**config.mk**
```make
export PLATFORM = sky130hd
export DESIGN_NAME = signed_dot_accumulator
export DESIGN_NICKNAME = d
export VERILOG_FILES = /design/src/rtl/signed_dot_accumulator.sv
export SDC_FILE = /design/constraint.sdc
export NUM_CORES = 1
export LEC_CHECK = 0
export ABC_AREA = 1
export BUFFER_PORTS_ARGS = -buffer_cell sky130_fd_sc_hd__buf_4
export CORE_MARGIN = 5
export CORE_UTILIZATION = 25
export CTS_BUF_LIST = sky130_fd_sc_hd__clkbuf_2
export CTS_CLUSTER_SIZE = 24
export DETAILED_ROUTE_END_ITERATION = 6
export PLACE_DENSITY_LB_ADDON = 0.08
export RECOVER_POWER = 50
export SLEW_MARGIN = 0
export SYNTH_ARGS = -nofsm -noshare
export SYNTH_HDL_FRONTEND = slang
export SYNTH_SLANG_ARGS = --single-unit
```
**constraint.sdc**
```tcl
create_clock -name clk -period 5.2 [get_ports clk]
set_clock_uncertainty 0.1 [all_clocks]
set_input_delay 0.26 -clock clk [delete_from_list [all_inputs] [get_ports clk]]
set_output_delay 0.26 -clock clk [all_outputs]
set_load 0.1 [all_outputs]
```
**src/rtl/signed_dot_accumulator.sv**
```systemverilog
// Signed dot-product accumulator behind the array multiplier's product port.
// Define SIGNED_DOT_ACC_SAT_EN to clamp on overflow instead of wrapping.
module signed_dot_accumulator #(
    parameter int N = 4,
    parameter int ACC_W = 2*N+4,
    parameter int LEN = 4,
    localparam int CW = (LEN > 1) ? $clog2(LEN) : 1
) (
    input  logic             clk,
    input  logic             rst_n,
    input  logic             clr,
    input  logic             in_valid,
    output logic             in_ready,
    input  logic [2*N-1:0]   prod,
    output logic             out_valid,
    input  logic             out_ready,
    output logic [ACC_W-1:0] out_data,
    output logic             out_ovf,
    output logic [CW-1:0]    count
);

    localparam int MSB = ACC_W - 1;

`ifdef SIGNED_DOT_ACC_SAT_EN
    localparam logic [ACC_W-1:0] SMAX = {1'b0, {(ACC_W-1){1'b1}}};
    localparam logic [ACC_W-1:0] SMIN = {1'b1, {(ACC_W-1){1'b0}}};
`endif

    typedef enum logic {ACC, OUT} state_t;

    state_t           state_q, state_d;
    logic [ACC_W-1:0] acc_q, acc_d;
    logic [CW-1:0]    count_q, count_d;
    logic             ovf_sticky_q, ovf_sticky_d;
    logic             out_valid_q, out_valid_d;
    logic [ACC_W-1:0] out_data_q, out_data_d;
    logic             out_ovf_q, out_ovf_d;

    logic             accept;
    logic             first;
    logic             last;
    logic [ACC_W-1:0] addend;
    logic [ACC_W-1:0] sum;
    logic [ACC_W-1:0] next;
    logic             add_ovf;

    assign in_ready  = (state_q == ACC);
    assign out_valid = out_valid_q;
    assign out_data  = out_data_q;
    assign out_ovf   = out_ovf_q;
    assign count     = count_q;

    always_comb begin
        accept  = in_valid & in_ready;
        first   = (count_q == '0);
        last    = (count_q == CW'(LEN-1));
        addend  = ACC_W'($signed(prod));
        sum     = acc_q + addend;
        // The first product of a dot product replaces acc, so it cannot overflow.
        add_ovf = !first
                  && (acc_q[MSB] == addend[MSB])
                  && (sum[MSB] != acc_q[MSB]);
        next    = first ? addend : sum;
`ifdef SIGNED_DOT_ACC_SAT_EN
        if (add_ovf) begin
            next = acc_q[MSB] ? SMIN : SMAX;
        end
`endif
    end

    always_comb begin
        state_d      = state_q;
        acc_d        = acc_q;
        count_d      = count_q;
        ovf_sticky_d = ovf_sticky_q;
        out_valid_d  = out_valid_q;
        out_data_d   = out_data_q;
        out_ovf_d    = out_ovf_q;

        unique case (state_q)
            ACC: begin
                if (accept) begin
                    if (last) begin
                        out_data_d   = next;
                        out_ovf_d    = ovf_sticky_q | add_ovf;
                        out_valid_d  = 1'b1;
                        acc_d        = '0;
                        count_d      = '0;
                        ovf_sticky_d = 1'b0;
                        state_d      = OUT;
                    end else begin
                        acc_d        = next;
                        count_d      = count_q + CW'(1);
                        ovf_sticky_d = ovf_sticky_q | add_ovf;
                    end
                end
            end
            OUT: begin
                if (out_ready) begin
                    out_valid_d = 1'b0;
                    state_d     = ACC;
                end
            end
            default: state_d = ACC;
        endcase

        // Soft clear wins over any handshake; the last result is kept but invalid.
        if (clr) begin
            state_d      = ACC;
            acc_d        = '0;
            count_d      = '0;
            ovf_sticky_d = 1'b0;
            out_valid_d  = 1'b0;
            out_data_d   = out_data_q;
            out_ovf_d    = out_ovf_q;
        end
    end

    always_ff @(posedge clk or negedge rst_n) begin
        if (!rst_n) begin
            state_q      <= ACC;
            acc_q        <= '0;
            count_q      <= '0;
            ovf_sticky_q <= 1'b0;
            out_valid_q  <= 1'b0;
            out_data_q   <= '0;
            out_ovf_q    <= 1'b0;
        end else begin
            state_q      <= state_d;
            acc_q        <= acc_d;
            count_q      <= count_d;
            ovf_sticky_q <= ovf_sticky_d;
            out_valid_q  <= out_valid_d;
            out_data_q   <= out_data_d;
            out_ovf_q    <= out_ovf_d;
        end
    end

endmodule

```
==> run metrics <==
Nets=314; Slew @ Worst Pin=1.706 ns; failing checks=max-capacitance violations, max-slew violations; Worst-path clk slew=0.15 ns; Port-buffer cells=29; n_diodes=0; Rows=32; Fin. Hold Viols=0; # Max-Cap Violations=1; post-synthesis compound-gate area fraction=12.44%; largest area contributor in the netlist=dfrtp_1; antenna violations before repair=0; Simple-Gate Fraction of Synth Area=30.70%; Ys Warns=0; Post-Syn Nets=280; CP max stage delay=0.58 ns; cells along the critical path=ha_1 > clkinv_1 > nor2_1 > inv_2 > nor2_4 > inv_2 > o31ai_1 > dlygate4sd3_1; largest delay contributor family on the critical path=buffers and inverters; Initial Util=25.50%; mux share of post-synthesis cell area=0.5105%; CP Class=reg2reg; Netlist cell types=35; Slew Limit Fails=31; power share of the clock group=13.5%; final setup margin=3.029 ns; largest family of logic cells by synthesized area=simple AND/OR/NAND/NOR gates; total CTS buffers=5; Synth Area in XOR/XNOR=0.8934%; worst skew pair latency=0.36 ns; Crit path top cell by count=inv_2; WP data required=5.39 ns; CTS tree=done; Detailed Routing Iterations Pass 1=4; Hold WC Path Type=in2reg; Net Sw Frac=51.12%; largest net degree at the start of global routing=31; net switching power=394.4 uW; die area=9714 sq um; clock root cell=clkbuf_2; synthesis-to-finish area growth=17.36%; CTS Sinks=30; Mean Syn Cell Area=7.750 sq um; Clock Path Buffers=2; asr flop ratio synth=100.0%; Ports=30; worst rel slew slack=-13.75%; post-synth top area share=38.29%; Synth area leaders=dfrtp_1 38%, nand2_1 15%, ha_1 8.3%; setup TNS=0 ns; vias in the first global route=1684; CP startpoint kind=flip-flop; Hold Worst Slack=0.08768 ns; area of the multi-input gates=1056 sq um; Filler cells=861; WL/cell=12.94 um; Fmax achieved=460.5 MHz; Core Box Area=7687 sq um; sequential share of power=37.0%; Final min period=2.171 ns; RSZ-0062 raised after global routing=false; drt first-iter violations=58; overall routing resource usage=10.94%; Mapped Cells=253; Setup Viol. Count Final=0; crit path max-delay cell type=dlygate4sd3_1; post-route clock period utilization=41.76%; post-route ant nets=0; grt total ovfl=0; Int Pwr=377.1 uW; PD cells=335.3 nW/um^2; Synth Cell Area=1961 sq um; leakage power=1.211 nW; first-pass GRT wire length=8638 um; Gate power share=49.5%; worst-path fanout max=21; via count=1656; crit end category=flip-flop; layout cells sized above 1=19.23%; final wirelength=5021 um; Sequential Area=750.7 sq um; adder-cell area share of the yosys netlist=9.317%; end-of-flow core utilization=29.93%; Synth Register Bits=30; die width=98.56 um; Post-synth EDFFs=0; worst vdd ir=199.3 uV; DRC=0; post-synthesis sequential area ratio=38.29%; Post-Place Worst Slack=3.167 ns; GP Congestion=0.7720; crit path DAT=2.37 ns; post-DP HPWL=3914 um; post_cts resized=0; Post-synth top cells=80 x nand2_1, 30 x dfrtp_1, 22 x inv_1; H-Tree Level Count=2; status=finished, violations left; cell with the most instances after synthesis=nand2_1; Die H=98.56 um; ys flop type=dfrtp_1; Avg Vias per Cell=4.268; Bufs and invs on worst path=4
==> worst paths after layout <==
| path | from | end | slack, ns | depth (start not counted) |
|---|---|---|---|---|
| setup reg to reg | count[0] | state_q | 3.03 | 8 |
| setup / recovery | count[0] | state_q | 3.03 | 8 |
| hold reg to reg | out_data[6] | out_data[6] | 0.40 | 2 |
| min in group asynchronous | rst_n | out_data[7] | 0.76 | 2 |
| hold / removal | clr | out_valid | 0.09 | 3 |
| max in group asynchronous | rst_n | acc_q[1] | 3.23 | 2 |
==> state kept, by name, indices dropped and copies added (netlist names) <==
register      flops
acc_q            12
count             2
out_data         12
out_ovf           1
out_valid         1
ovf_sticky_q      1
state_q           1
==> repair_timing <==
item / 4_1_cts / 5_1_grt
endpoints found under the setup margin: 0 / 0
endpoints found under the hold margin: 31 / 0
hold buffers: 3 / 0
buffers inserted: 0 / 0
==> stage by stage <==
stage                     power (mW)  cell area, sq um  instances
after detailed placement      0.6867              2272        379
after CTS                     0.7961              2331        388
final                         0.7715              2301        388
after floorplan               0.5935              1961        253
after global placement        0.6875              2272        379
after global routing          0.8273              2301        388
==> placed cells by master, fill, tap and decap left out, types with 6 or more instances in the layout <==
| cell | synthesis | final |
|---|---|---|
| nand2_2 | 6 | 6 |
| inv_2 | 10 | 9 |
| nand3_1 | 18 | 18 |
| a21oi_1 | 6 | 6 |
| nand2_1 | 80 | 80 |
| inv_1 | 22 | 22 |
| o21ai_0 | 7 | 7 |
| buf_4 | 1 | 21 |
| clkbuf_1 | 0 | 8 |
| ha_1 | 13 | 13 |
| nor2_1 | 8 | 8 |
| dfrtp_1 | 30 | 30 |
| nand3_2 | 7 | 7 |
| o21ai_1 | 14 | 14 |
==> logic make-up after synthesis <==
logic type,Yosys count
buf+inv,37
flops,30
xor+xnor,2
mux,1
simple gates,129
compound gates,40
fa+ha+maj,14
==> cell type report <==
cell class / count / area share, %
clock buffers: 5 / 1.088
multi-input cells: 186 / 45.89
inverters: 32 / 5.220
repair buffers: 32 / 9.462
clock inverters: 1 / 0.1631
flip-flops and latches: 30 / 32.63
well taps: 102 / 5.546
==> worst reg2reg max path: stages (launching register included) <==
cell	delay (ns)
dfrtp_1	0.41
ha_1	0.24
clkinv_1	0.08
nor2_1	0.17
inv_2	0.06
nor2_4	0.18
inv_2	0.20
o31ai_1	0.11
dlygate4sd3_1	0.58
==> power by group through the flow <==
stage                     Clock [mW]  Combinational, mW  Sequential [mW]
final                          0.104              0.382            0.285
after global routing           0.121              0.414            0.291
after detailed placement           0              0.395            0.291
after CTS                      0.111              0.398            0.287
after global placement             0              0.395            0.292
after floorplan                    0              0.139            0.455
==> layer usage <==
metal / routed length, um / GRT usage [%] / up-vias / part of all wire [%]
met5: 0 / 0 / - / 0
met4: 68 / 3.466 / 0 / 1.4
met3: 102 / 1.982 / 6 / 2.0
met2: 2160 / 15.76 / 22 / 43
met1: 2691 / 16.44 / 736 / 54
li1: - / - / 892 / -
Power figures use the tool's default switching activity.
